==> config.mk <==
export PLATFORM = sky130hd
export DESIGN_NAME = change_dispenser
export DESIGN_NICKNAME = d
export VERILOG_FILES = /design/src/rtl/change_dispenser.sv
export SDC_FILE = /design/constraint.sdc
export NUM_CORES = 1
export LEC_CHECK = 0
export ABC_AREA = 1
export CORE_UTILIZATION = 50
export DETAILED_ROUTE_END_ITERATION = 10
export MAX_ROUTING_LAYER = met4
export PLACE_DENSITY = 0.73
export SLEW_MARGIN = 30
export SYNTH_ARGS = -nofsm -noshare
export SYNTH_HDL_FRONTEND = slang
export SYNTH_SLANG_ARGS = --single-unit
==> constraint.sdc <==
create_clock -name clk -period 5.6 [get_ports clk]
set_input_delay 1.12 -clock clk [delete_from_list [all_inputs] [get_ports clk]]
set_output_delay 1.12 -clock clk [all_outputs]
set_load 0.01 [all_outputs]
==> src/rtl/change_dispenser.sv <==
// change_dispenser
//   Payout end of the vend path. Accepts a change amount and pays it out as
//   10c and 5c coins, pulsing the hopper eject solenoids and waiting for the
//   coin-sensor acknowledge for each coin. Tracks the coin inventory and
//   raises sticky shortage / jam faults.
//
//   Optional feature: define CHANGE_DISP_PRECHECK_EN for all-or-nothing
//   payout. The first CHECK of each request then verifies that the whole
//   amount is payable greedily before any coin is ejected.
//
// Ports
//   clk, rst_n            clock (rising edge), async active-low reset
//   req_valid/req_ready   change request handshake
//   req_amount            change to pay in cents (mod-5 remainder dropped)
//   eject10, eject5       solenoid pulses, PULSE_CYC cycles wide
//   hopper_ack            one-cycle coin-left-hopper pulse
//   load10, load5         load inventory from load_val (IDLE only)
//   inv10, inv5           remaining coin counts
//   busy                  high in CHECK / EJECT / WAIT_ACK
//   done                  one-cycle pulse when the amount has been paid
//   short_fault           sticky: amount not payable from inventory
//   jam_fault             sticky: hopper_ack timed out
//   fault_clr             clears both faults and returns to IDLE
module change_dispenser #(
  parameter int AMT_W     = 6,
  parameter int INV_W     = 8,
  parameter int PULSE_CYC = 4,
  parameter int ACK_TMO   = 64
) (
  input  logic             clk,
  input  logic             rst_n,
  input  logic             req_valid,
  output logic             req_ready,
  input  logic [AMT_W-1:0] req_amount,
  output logic             eject10,
  output logic             eject5,
  input  logic             hopper_ack,
  input  logic             load10,
  input  logic             load5,
  input  logic [INV_W-1:0] load_val,
  output logic [INV_W-1:0] inv10,
  output logic [INV_W-1:0] inv5,
  output logic             busy,
  output logic             done,
  output logic             short_fault,
  output logic             jam_fault,
  input  logic             fault_clr
);

  localparam int PW = (PULSE_CYC > 1) ? $clog2(PULSE_CYC) : 1;
  localparam int TW = (ACK_TMO > 1) ? $clog2(ACK_TMO) : 1;
  localparam logic [PW-1:0] P_LAST = PW'(PULSE_CYC - 1);
  localparam logic [TW-1:0] T_LAST = TW'(ACK_TMO - 1);

  typedef enum logic [2:0] {
    S_IDLE, S_CHECK, S_EJECT, S_WAIT_ACK, S_DONE, S_FAULT
  } state_t;

  state_t           state_q, state_d;
  logic [AMT_W-1:0] rem_q, rem_d;
  logic [INV_W-1:0] inv10_q, inv10_d, inv5_q, inv5_d;
  logic             sel10_q, sel10_d;
  logic [PW-1:0]    pcnt_q, pcnt_d;
  logic [TW-1:0]    tcnt_q, tcnt_d;
  logic             ack_seen_q, ack_seen_d;
  logic             short_q, short_d, jam_q, jam_d;

`ifdef CHANGE_DISP_PRECHECK_EN
  localparam int CW = ((AMT_W > INV_W) ? AMT_W : INV_W) + 4;
  logic          first_q, first_d;
  logic [CW-1:0] pc_q10, pc_n10, pc_left5;
  logic          payable;

  // Greedy feasibility: take as many 10c as possible, rest must fit in 5c.
  always_comb begin
    pc_q10   = CW'(rem_q) / CW'(10);
    pc_n10   = (pc_q10 < CW'(inv10_q)) ? pc_q10 : CW'(inv10_q);
    pc_left5 = (CW'(rem_q) - pc_n10 * CW'(10)) / CW'(5);
    payable  = (pc_left5 <= CW'(inv5_q));
  end
`endif

  always_comb begin
    state_d    = state_q;
    rem_d      = rem_q;
    inv10_d    = inv10_q;
    inv5_d     = inv5_q;
    sel10_d    = sel10_q;
    pcnt_d     = pcnt_q;
    tcnt_d     = tcnt_q;
    ack_seen_d = ack_seen_q;
    short_d    = short_q;
    jam_d      = jam_q;
`ifdef CHANGE_DISP_PRECHECK_EN
    first_d    = first_q;
`endif
    case (state_q)
      S_IDLE: begin
        if (load10) inv10_d = load_val;
        if (load5)  inv5_d  = load_val;
        if (req_valid) begin
          rem_d   = req_amount - (req_amount % AMT_W'(5));
          state_d = S_CHECK;
`ifdef CHANGE_DISP_PRECHECK_EN
          first_d = 1'b1;
`endif
        end
      end
      S_CHECK: begin
`ifdef CHANGE_DISP_PRECHECK_EN
        first_d = 1'b0;
`endif
        if (rem_q == '0) begin
          state_d = S_DONE;
`ifdef CHANGE_DISP_PRECHECK_EN
        end else if (first_q && !payable) begin
          state_d = S_FAULT;
          short_d = 1'b1;
          rem_d   = '0;
`endif
        end else if (rem_q >= AMT_W'(10) && inv10_q != '0) begin
          sel10_d    = 1'b1;
          pcnt_d     = '0;
          ack_seen_d = 1'b0;
          state_d    = S_EJECT;
        end else if (rem_q >= AMT_W'(5) && inv5_q != '0) begin
          sel10_d    = 1'b0;
          pcnt_d     = '0;
          ack_seen_d = 1'b0;
          state_d    = S_EJECT;
        end else begin
          state_d = S_FAULT;
          short_d = 1'b1;
          rem_d   = '0;
        end
      end
      S_EJECT: begin
        // A fast sensor may report the coin before the pulse ends; remember it.
        if (hopper_ack) ack_seen_d = 1'b1;
        if (pcnt_q == P_LAST) begin
          tcnt_d  = '0;
          state_d = S_WAIT_ACK;
        end else begin
          pcnt_d = pcnt_q + PW'(1);
        end
      end
      S_WAIT_ACK: begin
        if (hopper_ack || ack_seen_q) begin
          if (sel10_q) begin
            inv10_d = inv10_q - INV_W'(1);
            rem_d   = rem_q - AMT_W'(10);
          end else begin
            inv5_d = inv5_q - INV_W'(1);
            rem_d  = rem_q - AMT_W'(5);
          end
          ack_seen_d = 1'b0;
          state_d    = S_CHECK;
        end else if (tcnt_q == T_LAST) begin
          jam_d   = 1'b1;
          rem_d   = '0;
          state_d = S_FAULT;
        end else begin
          tcnt_d = tcnt_q + TW'(1);
        end
      end
      S_DONE: state_d = S_IDLE;
      S_FAULT: begin
        if (fault_clr) begin
          short_d = 1'b0;
          jam_d   = 1'b0;
          state_d = S_IDLE;
        end
      end
      default: state_d = S_IDLE;
    endcase
  end

  // Outputs are registered from the next state so they align with it.
  always_ff @(posedge clk or negedge rst_n) begin
    if (!rst_n) begin
      state_q    <= S_IDLE;
      rem_q      <= '0;
      inv10_q    <= '0;
      inv5_q     <= '0;
      sel10_q    <= 1'b0;
      pcnt_q     <= '0;
      tcnt_q     <= '0;
      ack_seen_q <= 1'b0;
      short_q    <= 1'b0;
      jam_q      <= 1'b0;
`ifdef CHANGE_DISP_PRECHECK_EN
      first_q    <= 1'b0;
`endif
      eject10    <= 1'b0;
      eject5     <= 1'b0;
      req_ready  <= 1'b1;
      busy       <= 1'b0;
      done       <= 1'b0;
    end else begin
      state_q    <= state_d;
      rem_q      <= rem_d;
      inv10_q    <= inv10_d;
      inv5_q     <= inv5_d;
      sel10_q    <= sel10_d;
      pcnt_q     <= pcnt_d;
      tcnt_q     <= tcnt_d;
      ack_seen_q <= ack_seen_d;
      short_q    <= short_d;
      jam_q      <= jam_d;
`ifdef CHANGE_DISP_PRECHECK_EN
      first_q    <= first_d;
`endif
      eject10    <= (state_d == S_EJECT) && sel10_d;
      eject5     <= (state_d == S_EJECT) && !sel10_d;
      req_ready  <= (state_d == S_IDLE);
      busy       <= (state_d inside {S_CHECK, S_EJECT, S_WAIT_ACK});
      done       <= (state_d == S_DONE);
    end
  end

  assign inv10       = inv10_q;
  assign inv5        = inv5_q;
  assign short_fault = short_q;
  assign jam_fault   = jam_q;

endmodule

==> impl_metrics.py, run 1 <==
metrics = {
    "status": {
        "status": "completed",
    },
    "die": {
        "rows": 29,
        "die_area_mm2": 0.00701,
        "fp.coreArea_mm2": 0.00639,
        "die_h_um": 83.8,
        "ios": 44,
        "die-width_um": 83.8,
        "initial_utilization": 0.523,
    },
    "global_routing": {
        "grt_max_degree": 43,
        "grt_use_total": 0.237,
        "overflow": 0,
        "grt_first_pass_wirelength_mm": 13.3,
        "antenna_found_initial": 0,
        "grt_pass1_vias": 2994,
    },
    "worst_setup_path": {
        "crit_path_start_kind": "input pin",
        "slowest_stage": "clkdlybuf4s50_1",
        "critical_path_arrival_ns": 5.35,
        "required_ns": 5.79,
        "r2r_setup_slack_ns": 2.95,
        "slowest_delay_ns": 0.51,
        "path_max_fanout": 6,
        "end_kind": "flip-flop",
        "ff2ff_path_depth": 14,
        "worstReg2RegEnd": "rem_q[0]$_DFFE_PN0P_",
        "cp-endpoint": "rem_q[5]$_DFFE_PN0P_",
        "path_class": "in2reg",
        "crit_start": "req_amount[3]",
        "regToRegStartpoint": "state_q[0]$_DFF_PN0_",
    },
    "run": {
        "drv_cap": 0,
    },
    "logic_synthesis": {
        "synth_cells": 451,
        "avgSynthCellArea_um2": 7.41,
        "synth_top_flop_cell": "dfrtp_1",
        "ys.warnings.count": 0,
        "ys_seq_area_frac": 0.315,
        "async_reset_ff_frac": 1.00,
        "synth_cell_type_count": 46,
        "synth_area_mm2": 0.00334,
        "synth-edff-count": 0,
        "synth_nets": 495,
        "ys_ff_latch": 42,
    },
    "cells_and_area": {
        "mostFrequentLayoutCell": "nand2_1",
        "seqCellArea_mm2": 0.00105,
        "syn2layout_area_growth_pct": 17.5,
        "multi_input_area_mm2": 0.00197,
        "layout_common_cells": "82 x nand2_1, 62 x inv_1, 50 x nor2_1",
        "fillerInstances": 580,
        "nets": 539,
        "drive_above_1_share": 0.133,
        "antenna_cells": 0,
    },
    "placement": {
        "hpwl_mm": 5.88,
        "gp_congestion": 0.900,
        "io_buffers": 43,
    },
    "route": {
        "drc_errors": 0,
        "vias": 3102,
        "via_per_inst": 5.41,
        "antenna_left": 0,
        "routed_wl_mm": 7.68,
        "drt_iter0_drc": 142,
        "wl_per_cell_um": 13.4,
        "detail_route.first_pass.iterations": 5,
    },
    "sta": {
        "relSlewSlack": 0.581,
        "hold_viol": 0,
        "finalCriticalPeriod_ns": 5.15,
        "fin_skew_ns": 0.00347,
        "fmax_mhz": 194,
        "max_slew.worst_pin.slew_ns": 0.625,
        "final.setup.tns_ns": 0,
        "finalMaxSlewViolations": 0,
        "grt_setup_unrepaired": "false",
        "min_period_over_period": 0.920,
        "holdWs_ns": 0.501,
        "setup_viol": 0,
    },
    "clock_network": {
        "clock_sinks": 42,
        "clk_pin_slew_ns": 0.09,
        "cts_hold_buf": 0,
        "cts_buffer_depth": 2,
        "clock_latency_ns": 0.30,
        "cts_buffers": 5,
        "cts_tree": "yes",
        "cts-root-buf": "clkbuf_8",
        "h-tree-depth": 2,
    },
    "pwr": {
        "ir_drop_mv": 0.290,
        "p_per_area_mw_per_mm2": 491,
        "power.leakage_nw": 1.93,
    },
    "min_path": {
        "hold_class": "reg2reg",
    },
}
[metal layers]
layer	vias up	GRT usage	wire (um)	share of wire
met2	98	0.382	3560	0.46
met5	-	-	0	0
met4	0	0.0786	125	0.016
met3	13	0.0326	421	0.055
li1	1566	-	-	-
met1	1425	0.307	3570	0.47
[worst min path at each step]
| stage | start | to | slack (ns) | cells past startpoint |
|---|---|---|---|---|
| global placement | ack_seen_q$_DFFE_PN0P_ | ack_seen_q$_DFFE_PN0P_ | 0.47 | 2 |
| finish | ack_seen_q$_DFFE_PN0P_ | ack_seen_q$_DFFE_PN0P_ | 0.50 | 2 |
| global route | ack_seen_q$_DFFE_PN0P_ | ack_seen_q$_DFFE_PN0P_ | 0.53 | 2 |
| CTS | ack_seen_q$_DFFE_PN0P_ | ack_seen_q$_DFFE_PN0P_ | 0.50 | 2 |
| floorplan | ack_seen_q$_DFFE_PN0P_ | ack_seen_q$_DFFE_PN0P_ | 0.45 | 2 |
| detailed placement | ack_seen_q$_DFFE_PN0P_ | ack_seen_q$_DFFE_PN0P_ | 0.48 | 2 |
[critical path: cells and delay by family]
kind            cells  cell delay, ns
compound gates      4            0.53
fa+ha+maj           3            0.72
simple gates       19            1.73
xor+xnor            1            0.21
buf+inv             7            1.04
[through the flow]
stage / power (mW) / cell area, um2 / setup WS, ns / instances / util
after floorplan: 1.37 / 3340 / 1.03 / 451 / -
after global placement: 1.67 / 3820 / 0.223 / 565 / 0.599
after detailed placement: 1.71 / 3820 / 0.0277 / 565 / 0.599
after CTS: 1.93 / 3920 / 0.350 / 573 / 0.613
after global routing: 2.11 / 3930 / 0.0164 / 573 / 0.615
final: 1.93 / 3930 / 0.446 / 573 / 0.615
[synth_stat cells (2+ instances only)]
cell,count,area share
nand2_1,82,0.092
inv_1,62,0.070
nor2_1,50,0.056
dfrtp_1,41,0.31
o21ai_0,35,0.052
ha_1,22,0.082
nand3_1,22,0.033
a21oi_1,21,0.031
a31oi_1,12,0.022
inv_2,11,0.012
nand2_2,7,0.013
xor2_1,7,0.018
nand3_2,6,0.018
nand4_1,6,0.011
nor2_2,6,0.011
o22ai_1,6,0.011
nor3_1,5,0.0075
nand2_4,4,0.013
nor2_4,4,0.013
nor4_1,4,0.0075
or2_2,4,0.0075
a21oi_2,3,0.0079
a211oi_1,2,0.0045
a32oi_1,2,0.0052
buf_2,2,0.0030
buf_6,2,0.0067
clkbuf_1,2,0.0022
nand4_4,2,0.013
xnor2_1,2,0.0052
[area by class of cell]
class | count | area share
multi-input cells | 329 | 0.503
well taps | 77 | 0.0245
flip-flops and latches | 42 | 0.268
clock buffers | 5 | 0.0175
clock inverters | 3 | 0.00605
repair buffers | 43 | 0.110
inverters | 74 | 0.0714
[state kept, by name, summed over array words and instances (netlist names)]
signal / count
ack_seen_q: 1
busy: 1
done: 1
eject10: 1
eject5: 1
inv10: 8
inv5: 8
jam_fault: 1
pcnt_q: 2
rem_q: 6
req_ready: 1
sel10_q: 1
short_fault: 1
state_q: 3
tcnt_q: 6
[report_power, final]
part / internal (mW) / leakage, nW / switching (mW)
Clock: 0.0894 / 0.0408 / 0.123
Combinational: 0.465 / 1.38 / 0.677
Sequential: 0.444 / 0.513 / 0.128
Total: 0.998 / 1.93 / 0.929
[logic make-up (layout without fill, tap and decap cells)]
group	after synthesis	after routing	share of synthesized area
flip-flops	42	42	0.315
adder cells (fa/ha/maj)	23	23	0.0884
XOR/XNOR	9	9	0.0236
AND/OR/NAND/NOR	207	207	0.317
buffers and inverters	80	125	0.0958
AO/OA/AOI/OAI	90	90	0.161
[what timing repair did]
action,in CTS,in global routing
endpoints found under the setup margin,0,1
gates resized for setup,0,2
buffers inserted,0,0
Power figures use the tool's default switching activity.
==> run 2: changes to the inputs <==
CTS_CLUSTER_SIZE = 28   (was not set)
==> results of run 2 <==
The final DEF is identical to that of run 1; final timing and power are the same.
